File: src/rtl/serial_frame_tx.sv
// Purpose : parallel-to-serial frame transmitter feeding the x_in input of the
//           sequence-detector blocks; MSB first, one bit per clock.
// Latency : first bit is visible in the cycle right after the accept edge.
// Backpr. : data_ready is high only in IDLE; a held data_valid waits for it.
//           The hold input freezes the shifter, sampled at each clock edge.
// Ports   : clock/reset (async, active-high); data_in/data_valid/data_ready
//           word handshake; hold stall input; x_out/x_valid serial stream;
//           busy (SHIFT or GAP); frame_done pulse on the last frame bit.
// Option  : define SERIAL_FRAME_TX_PARITY_EN to append an even-parity bit.
module serial_frame_tx #(
    parameter int WIDTH      = 8,
    parameter int GAP_CYCLES = 2
) (
    input  logic             clock,
    input  logic             reset,
    input  logic [WIDTH-1:0] data_in,
    input  logic             data_valid,
    output logic             data_ready,
    input  logic             hold,
    output logic             x_out,
    output logic             x_valid,
    output logic             busy,
    output logic             frame_done
);

`ifdef SERIAL_FRAME_TX_PARITY_EN
    localparam int FRAME_LEN = WIDTH + 1;
`else
    localparam int FRAME_LEN = WIDTH;
`endif
    localparam int                CNT_W    = $clog2(FRAME_LEN + 1);
    localparam logic [CNT_W-1:0]  CNT_LAST = CNT_W'(FRAME_LEN - 1);
    localparam logic [CNT_W-1:0]  CNT_END  = CNT_W'(FRAME_LEN);
    localparam logic [3:0]        GAP_LAST = (GAP_CYCLES > 0) ? 4'(GAP_CYCLES - 1) : 4'd0;

    typedef enum logic [1:0] {
        S_IDLE,
        S_SHIFT,
        S_GAP
    } state_t;

    state_t               state_q, state_d;
    logic [FRAME_LEN-1:0] sr_q, sr_d;
    logic [CNT_W-1:0]     cnt_q, cnt_d;
    logic [3:0]           gap_q, gap_d;
    logic                 x_out_q, x_out_d;
    logic                 x_valid_q, x_valid_d;
    logic                 busy_q, busy_d;
    logic                 done_q, done_d;

    // Word as it enters the shifter; the parity bit rides in the LSB slot.
    logic [FRAME_LEN-1:0] load_word;
`ifdef SERIAL_FRAME_TX_PARITY_EN
    assign load_word = {data_in, ^data_in};
`else
    assign load_word = data_in;
`endif

    // Shared emit path: on the accept edge it works from the incoming word,
    // otherwise from the live shift register, so the first bit costs no
    // extra cycle.
    logic [FRAME_LEN-1:0] src_sr;
    logic [CNT_W-1:0]     src_cnt;
    logic                 emit;

    always_ff @(posedge clock or posedge reset) begin
        if (reset) begin
            state_q   <= S_IDLE;
            sr_q      <= '0;
            cnt_q     <= '0;
            gap_q     <= '0;
            x_out_q   <= 1'b0;
            x_valid_q <= 1'b0;
            busy_q    <= 1'b0;
            done_q    <= 1'b0;
        end else begin
            state_q   <= state_d;
            sr_q      <= sr_d;
            cnt_q     <= cnt_d;
            gap_q     <= gap_d;
            x_out_q   <= x_out_d;
            x_valid_q <= x_valid_d;
            busy_q    <= busy_d;
            done_q    <= done_d;
        end
    end

    always_comb begin
        state_d   = state_q;
        sr_d      = sr_q;
        cnt_d     = cnt_q;
        gap_d     = gap_q;
        x_out_d   = x_out_q;
        x_valid_d = 1'b0;
        busy_d    = busy_q;
        done_d    = 1'b0;
        src_sr    = sr_q;
        src_cnt   = cnt_q;
        emit      = 1'b0;

        case (state_q)
            S_IDLE: begin
                x_out_d = 1'b0;
                if (data_valid) begin
                    state_d = S_SHIFT;
                    busy_d  = 1'b1;
                    sr_d    = load_word;
                    cnt_d   = '0;
                    src_sr  = load_word;
                    src_cnt = '0;
                    emit    = !hold;
                end
            end
            S_SHIFT: begin
                // cnt_q == CNT_END means the last bit is on the wire now.
                if (cnt_q == CNT_END) begin
                    x_out_d = 1'b0;
                    gap_d   = '0;
                    if (GAP_CYCLES == 0) begin
                        state_d = S_IDLE;
                        busy_d  = 1'b0;
                    end else begin
                        state_d = S_GAP;
                    end
                end else begin
                    // Under hold x_out_d keeps its old value and nothing moves.
                    emit = !hold;
                end
            end
            S_GAP: begin
                x_out_d = 1'b0;
                if (gap_q == GAP_LAST) begin
                    state_d = S_IDLE;
                    busy_d  = 1'b0;
                    gap_d   = '0;
                end else begin
                    gap_d = gap_q + 4'd1;
                end
            end
            default: begin
                state_d = S_IDLE;
                busy_d  = 1'b0;
                x_out_d = 1'b0;
            end
        endcase

        if (emit) begin
            x_out_d   = src_sr[FRAME_LEN-1];
            x_valid_d = 1'b1;
            sr_d      = src_sr << 1;
            cnt_d     = src_cnt + CNT_W'(1);
            done_d    = (src_cnt == CNT_LAST);
        end
    end

    assign data_ready = (state_q == S_IDLE);
    assign x_out      = x_out_q;
    assign x_valid    = x_valid_q;
    assign busy       = busy_q;
    assign frame_done = done_q;

endmodule
File: config.mk
export PLATFORM = sky130hd
export DESIGN_NAME = serial_frame_tx
export DESIGN_NICKNAME = d
export VERILOG_FILES = /design/src/rtl/serial_frame_tx.sv
export SDC_FILE = /design/constraint.sdc
export NUM_CORES = 1
export LEC_CHECK = 0
export ABC_AREA = 1
export CAP_MARGIN = 20
export CELL_PAD_IN_SITES_DETAIL_PLACEMENT = 1
export CELL_PAD_IN_SITES_GLOBAL_PLACEMENT = 1
export CORE_MARGIN = 3
export CORE_UTILIZATION = 35
export CTS_BUF_LIST = sky130_fd_sc_hd__clkbuf_8 sky130_fd_sc_hd__clkbuf_16
export CTS_CLUSTER_SIZE = 8
export DETAILED_ROUTE_END_ITERATION = 12
export PLACE_DENSITY_LB_ADDON = 0.1
export SETUP_SLACK_MARGIN = 0.02
export SLEW_MARGIN = 20
export SYNTH_ARGS = -nofsm -noshare
export SYNTH_HDL_FRONTEND = slang
export SYNTH_SLANG_ARGS = --single-unit
File: constraint.sdc
create_clock -name clock -period 1.3 [get_ports clock]
set_input_delay 0.26 -clock clock [delete_from_list [all_inputs] [get_ports clock]]
set_output_delay 0.26 -clock clock [all_outputs]
set_load 0.005 [all_outputs]
Yosys cells after proc, flatten, opt, wreduce, memory -nomap -nowiden
Cells that the tools add are included.

Input port bits: 12. Word-level logic and storage cells: 50. Output and inout port bits: 5. Register bits after elaboration: 22.

Reductions and logical operators: 6. Eq/ne operators: 9. Bitwise logic cells: 1. Add/subtract/negate cells: 2. Mux-type cells: 24.

Operators by type and width (number): 8-bit two-way mux (3); 4-bit two-way mux (5); 1-bit two-way mux (9); 4-bit by 1-bit adder with 4-bit output, second input constant (2); 4-bit one-hot mux with 2 select lines (1); 2-bit two-way mux (3); 2-bit inequality test, second input constant (3); 2-bit one-hot mux with 3 select lines (1); 3-bit AND reduction (2); 4-bit by 1-bit equality test with 1-bit output, second input constant (1); 4-bit by 3-bit equality test with 1-bit output, second input constant (1); 4-bit equality test, second input constant (1); 3-bit inequality test, second input constant (1); 1-bit one-hot mux with 3 select lines (1); 2-bit by 1-bit equality test with 1-bit output, second input constant (1); 2-bit equality test, second input constant (1); 2-bit zero test (1); 1-bit one-hot mux with 2 select lines (1); 2-bit AND reduction (1); 2-bit nonzero test (1); 1-bit zero test (1); 1-bit NOT (1).

Logic depth before layout (Yosys ltp)
Gate-level depths: netlist of run 1.

Depth after elaboration: 4. Depth in mapped cells: 9. Mapped depth without buffers: 9.

Least setup slack after synthesis of run 1
No wires, ideal clock.

Path type: reg2reg. Start point: register state_q[0]. End point: register cnt_q[2]. Arrival: 1.372 ns. Setup slack: -0.137 ns. Cell stages (with the launch flop): 10. Data required time: 1.235 ns. Clock period less this slack: 1.437 ns. Library setup time: 0.065 ns. Buffers on the path: 0. Cells stage by stage: dfrtp_1 -> nor2_4 -> nand2_4 -> inv_1 -> nor2_1 -> ha_1 -> nand3b_1 -> nand2_1 -> nand2_1 -> nand2_1.

Longest elaborated chain between the ends: 4. Elaborated cells on any way between the ends: 6. Those cells by class: add/sub: 1; eq/ne: 1; mux: 3; reduce/logical: 1.

RTL lines: start, declared (line 42) `state_t state_q, state_d;`; start signal, assigned (line 77) `state_q <= state_d;`; 2-bit zero test *; via data_ready (line 18) `output logic data_ready,`; 4-bit two-way mux; 4-bit by 1-bit adder with 4-bit output (line 151) `cnt_d = src_cnt + CNT_W'(1);`; 4-bit two-way mux * (line 147) `if (emit) begin`; via cnt_d[2] (line 44) `logic [CNT_W-1:0] cnt_q, cnt_d;`; end signal, assigned (line 79) `cnt_q <= cnt_d;`; end, declared (line 44).

Mark *: on every way through the listed nets, which the timed path passes. The rest lies on a longest branch. A chain may end at the register's enable or synchronous reset.

Worst setup path in the final report of run 1
Start point: register state_q[0]. End point: register cnt_q[2].

Longest elaborated chain between the ends: 4. Elaborated cells on any way between the ends: 6. Those cells by class: add/sub: 1; eq/ne: 1; mux: 3; reduce/logical: 1.

RTL lines: 2-bit zero test (line 101) `case (state_q)`; 4-bit two-way mux; 4-bit by 1-bit adder with 4-bit output (line 151); 4-bit two-way mux * (line 147); via cnt_d[2] (line 44).

Marks and branches as above.

==> impl_metrics.csv, run 1 <==
group,metric,value,unit
timing,finClkSkew,0.00431,ns
die,std_cell_rows,20,
cts,postCtsHoldBufs,0,
power,power.total,3.24,mW
die,die_h,64.1,um
logic_synthesis,avgSynthCellArea,7.82,um2
die,die_x,64.1,um
critical_path,reg2reg_from,"state_q[0]",
global_route,grt_antenna_before_repair,0,
place,io_buffers,16,
cts,clock_sinks,22,
timing,max_freq,0.725,GHz
logic_synthesis,synth_cell_types,19,
logic_synthesis,yosys_warnings,0,
cts,cts_max_level,1,
cts,clockRootBuffer,"clkbuf_8",
timing,finalSetupViolCount,4,
power,vdd_drop_max,0.702,mV
timing,finalWorstSetupSlack,-0.0788,ns
logic_synthesis,yosysSeqAreaShare,46.6,%
power,power_density,1900,nW/um2
critical_path,reg2reg_to,"cnt_q[2]",
timing,worstMarginPinSlew,0.301,ns
cts,cts.clk_slew.worst_paths,0.09,ns
timing,fin_worst_hold_slack,0.340,ns
critical_path,critPathArrivalTime,1.60,ns
place,gp_congestion,0.735,
run_status,failed_checks,"setup timing",
critical_path,start_kind,"flip-flop",
layout,post-route-util,54.6,%
detailed_routing,drc,0,
logic_synthesis,ys_ff_latch,22,
timing,hold_viol,0,
critical_path,end_kind,"flip-flop",
layout,fillers,396,
timing,period_share,106,%
detailed_routing,viasPerCell,4.84,
detailed_routing,drtIter0Drc,47,
logic_synthesis,postSynthCellCount,151,
run_status,run_status,"finished with violations",
layout,area.growth.synth_to_final,44.6,%
global_route,grtUsageTotal,18.0,%
place,dp_hpwl,2340,um
die,coreArea,3130,um2
logic_synthesis,syn_nets,166,
die,start_util,37.8,%
timing,grt_setup_unrepaired,"yes",
global_route,grt_pass1_wl,5800,um
cts,tritoncts,"yes",
critical_path,r2r_cells,10,
min_path,hold_class,"in2async",
critical_path,rrSetupSlack,-0.08,ns
layout,drive_gt1_share,24.7,%
critical_path,crit_path_max_fanout,3,
timing,drv_slew,0,
critical_path,cp.required,1.52,ns
die,io_pins,17,
layout,num_antenna_cells,0,
detailed_routing,drt-total-wl,3350,um
detailed_routing,ant_nets,0,
global_route,grt_max_degree,23,
timing,relSlewSlack,79.9,%
cts,numCtsBuffers,3,
detailed_routing,drt-pass1-iter-count,4,
global_route,grt_pass1_vias,1254,
cts,cts_buffer_depth,2,
place,dpl_cell_area,1530,um2
job,cap_violations,0,
logic_synthesis,syn_area,1180,um2
layout,final_cell_area,1710,um2
cts,insertion_delay,0.27,ns
timing,finalCriticalPeriod,1.38,ns
power,p_leak,0.905,nW
layout,fin_nets,206,
critical_path,worstSetupPathType,"reg2reg",
global_route,overflow,0,
place,place_ws,-0.298,ns
die,die_area,4110,um2
detailed_routing,vias,1133,
detailed_routing,wl_per_cell,14.3,um
[layer usage]
metal	vias to the layer above	GRT usage, %	wire length (um)
met3	3	3.87	117
li1	561	-	-
met2	19	33.7	1780
met4	0	3.17	38
met1	550	21.2	1420
met5	-	0	0
[per-stage QoR]
stage | setup TNS (ns) | std cells
floorplan | -0.0980 | 151
global placement | -3.37 | 226
detailed placement | -3.77 | 226
CTS | -0.144 | 233
global route | -1.33 | 234
finish | -0.102 | 234
[worst max path at each step]
stage,from,end,slack (ns),cells past startpoint
after floorplan,state_q[1],cnt_q[2],-0.09,9
after global placement,data_valid,cnt_q[2],-0.25,9
after detailed placement,data_valid,sr_q[1],-0.30,7
after CTS,state_q[0],cnt_q[2],-0.09,10
after global routing,state_q[0],cnt_q[2],-0.17,10
final,state_q[0],cnt_q[2],-0.08,10
[flip-flops by register name, indices dropped and copies added, names as in the netlist]
name        cells
frame_done      1
busy            1
x_out           1
x_valid         1
state_q         2
sr_q            8
cnt_q           4
gap_q           4
[where the power goes]
part           switching, mW  internal (mW)  leakage [nW]
combinational          0.885          0.774         0.591
sequential             0.139          0.926         0.286
clock                  0.248          0.271        0.0288
total                   1.27           1.97         0.905
[logic make-up (layout without fill, tap and decap cells)]
| logic type | Yosys count | in the layout | synth area share [%] |
|---|---|---|---|
| xor gates and xnor gates | 1 | 1 | 0.742 |
| buffers and inverters | 22 | 61 | 8.58 |
| DFF | 22 | 22 | 46.6 |
| and+or+nand+nor | 93 | 93 | 36.4 |
| AOI/OAI and AO/OA | 10 | 10 | 4.45 |
| adders and majority gates | 3 | 3 | 3.18 |
[synth_stat cells (all sizes together)]
library cell   n  area share (%)
nand3         25              11
a21oi          4             1.7
o21ai          5             2.1
xor2           1            0.74
nand4          5             2.6
nor2           8             3.4
dfrtp         22              47
ha             3             3.2
inv           17             5.4
nand3b         2             1.3
buf            5             3.2
o211ai         1            0.64
nand2         53              18
[worst max-delay path, cell delays in order (launching register included)]
cell	delay, ns
dfrtp_1	0.41
nor2_4	0.12
buf_6	0.12
nand2_4	0.06
inv_4	0.08
nor2_2	0.05
ha_4	0.16
nand3b_1	0.15
nand2_1	0.06
nand2_1	0.05
nand2_1	0.05
[cells in the final DEF (no fill, tap or decap), types with 4 or more instances in the layout]
cell / count
dlygate4sd2_1: 5
nand4_1: 5
nand3_1: 21
clkdlybuf4s50_1: 11
buf_4: 19
clkbuf_8: 4
nand2_1: 49
dfrtp_1: 22
inv_1: 14
o21ai_0: 4
[layout make-up]
cell class | count | area (um2) | area share [%]
clock buffers | 4 | 55.1 | 3.22
inverters | 17 | 66.3 | 3.88
multi-input cells | 107 | 611 | 35.8
flip-flops and latches | 22 | 551 | 32.2
well taps | 44 | 55.1 | 3.22
repair buffers | 40 | 370 | 21.7
[what timing repair did]
| action | in CTS | in global routing |
|---|---|---|
| gates cloned | 1 | 1 |
| pin swaps | 1 | 3 |
| endpoints found under the setup margin | 19 | 19 |
| setup buffers | 2 | 2 |
| resized for setup | 12 | 15 |
Power figures use the tool's default switching activity.
==> run 2, diff against run 1 <==
--- a/config.mk
+++ b/config.mk
@@ -14,6 +14,7 @@
 export CTS_BUF_LIST = sky130_fd_sc_hd__clkbuf_8 sky130_fd_sc_hd__clkbuf_16
 export CTS_CLUSTER_SIZE = 8
 export DETAILED_ROUTE_END_ITERATION = 12
+export MAX_ROUTING_LAYER = met4
 export PLACE_DENSITY_LB_ADDON = 0.1
 export SETUP_SLACK_MARGIN = 0.02
 export SLEW_MARGIN = 20
==> impl_metrics.csv, run 2 (same netlist as run 1, synthesis figures left out) <==
group,metric,value,unit
run_status,run_status,"finished with violations",
run_status,failed_checks,"setup timing",
place,dpl_cell_area,1530,um2
critical_path,critPathArrivalTime,1.60,ns
layout,final_cell_mix,"nand2_1 (48), dfrtp_1 (22), nand3_1 (21)",
detailed_routing,vias,1127,
layout,post-route-util,54.5,%
place,dp_hpwl,2340,um
layout,final_cells,234,
cts,insertion_delay,0.27,ns
layout,top_regs,"sr_q: 8 flops, cnt_q: 4 flops, gap_q: 4 flops",
layout,regMostFlops,"sr_q",
timing,period_share,106,%
critical_path,start_kind,"flip-flop",
job,cap_violations,0,
critical_path,worstSetupPathType,"reg2reg",
min_path,hold_class,"in2async",
cts,cts_buffer_depth,2,
detailed_routing,met3_length,83,um
die,std_cell_rows,20,
detailed_routing,drt-pass1-iter-count,4,
detailed_routing,wl_met1,1460,um
critical_path,cp_slowest_stage_delay,0.41,ns
detailed_routing,wl_per_cell,14.4,um
timing,finalWorstSetupSlack,-0.0822,ns
place,io_buffers,16,
timing,grt_setup_unrepaired,"yes",
layout,mostFrequentLayoutCell,"nand2_1",
cts,clockRootBuffer,"clkbuf_8",
cts,cts.clk_slew.worst_paths,0.09,ns
timing,hold_viol,0,
place,post-place-cells,226,
cts,numCtsBuffers,3,
layout,final_cell_area,1700,um2
die,start_util,37.8,%
timing,finalCriticalPeriod,1.38,ns
detailed_routing,ant_nets,0,
die,die_h,64.1,um
critical_path,crit_family,"simple AND/OR/NAND/NOR gates",
global_route,grt_pass1_vias,1256,
timing,max_freq,0.724,GHz
power,vdd_drop_max,0.702,mV
global_route,grt_antenna_before_repair,0,
cts,postCtsHoldBufs,0,
timing,finalSetupViolCount,8,
critical_path,cp.required,1.52,ns
layout,largest_reg_flops,8,
timing,relSlewSlack,79.7,%
detailed_routing,drtIter0Drc,49,
power,power_density,1900,nW/um2
detailed_routing,dr.max_layer_used,"met4",
cts,tritoncts,"yes",
die,coreArea,3130,um2
cts,clock_sinks,22,
die,die_x,64.1,um
critical_path,crit_chain,"nor2_4 -> buf_6 -> nand2_4 -> inv_4 -> nor2_2 -> ha_4 -> nand3b_1 -> nand2_1 -> nand2_1 -> nand2_1",
place,gp_congestion,0.744,
detailed_routing,wl_met2,1810,um
layout,area.growth.synth_to_final,44.3,%
timing,worstMarginPinSlew,0.305,ns
layout,fin_nets,206,
layout,num_antenna_cells,0,
cts,cts_max_level,1,
die,die_area,4110,um2
critical_path,cp_common_cell,"nand2_1",
detailed_routing,drt-total-wl,3380,um
global_route,grtUsageTotal,18.6,%
global_route,grt_max_degree,23,
critical_path,cp_num_buf_inv,2,
detailed_routing,viasPerCell,4.82,
critical_path,end_kind,"flip-flop",
power,p_leak,0.902,nW
detailed_routing,drc,0,
global_route,overflow,0,
global_route,grt_pass1_wl,5800,um
layout,drive_gt1_share,24.2,%
die,io_pins,17,
timing,finClkSkew,0.00522,ns
timing,drv_slew,0,
critical_path,slowest_stage,"dfrtp_1",
critical_path,crit_path_max_fanout,3,
-- run 2: cell counts in the layout (fill, tap and decap cells not counted) --
No cell type changed its count.
-- run 2: worst min-delay path: cells and delay by family --
family / cells / cell delay (ns)
buffers and inverters: 3 / 0.75
-- run 2: final cells by class --
class | instances | area (um2)
clock buffers | 4 | 55.1
fillers | 400 | 1420
inverters | 17 | 66.3
multi-input cells | 107 | 609
flip-flops and latches | 22 | 551
well taps | 44 | 55.1
repair buffers | 40 | 368
-- run 2: stage by stage --
step / setup WS (ns) / power (mW) / hold WS (ns) / TNS [ns]
2_1_floorplan: -0.0871 / 1.93 / 0.249 / -0.0980
3_3_place_gp: -0.247 / 2.45 / 0.490 / -3.37
3_5_place_dp: -0.298 / 2.53 / 0.505 / -3.77
4_1_cts: -0.0915 / 3.11 / 0.354 / -0.144
5_1_grt: -0.170 / 3.53 / 0.399 / -1.42
6_report: -0.0822 / 3.23 / 0.341 / -0.183
-- run 2: where the power goes --
| part | internal, mW | switching (mW) |
|---|---|---|
| clock network | 0.271 | 0.251 |
| logic | 0.762 | 0.883 |
| registers | 0.925 | 0.141 |
| total | 1.96 | 1.28 |
-- run 2: timing repair --
action / CTS / global route
setup buffers: 2 / 1
pin swaps: 1 / 3
setup endpoints to repair: 19 / 19
resized for setup: 12 / 12
cloned: 1 / 1
-- run 2: final timing paths --
kind                       startpoint        to  slack (ns)  cells past startpoint
min reg2reg                      busy      busy        0.51                      2
max in group asynchronous       reset     x_out        0.72                      3
max reg2reg                state_q[0]  cnt_q[2]       -0.08                     10
min                             reset  gap_q[1]        0.34                      3
max                        state_q[0]  cnt_q[2]       -0.08                     10
min in group clock               busy      busy        0.51                      2
-- run 2: routing by layer --
| layer | vias up | track usage [%] |
|---|---|---|
| met5 | - | - |
| met4 | 0 | 3.17 |
| met3 | 2 | 3.87 |
| met2 | 13 | 33.7 |
| met1 | 552 | 21.4 |
| li1 | 560 | - |
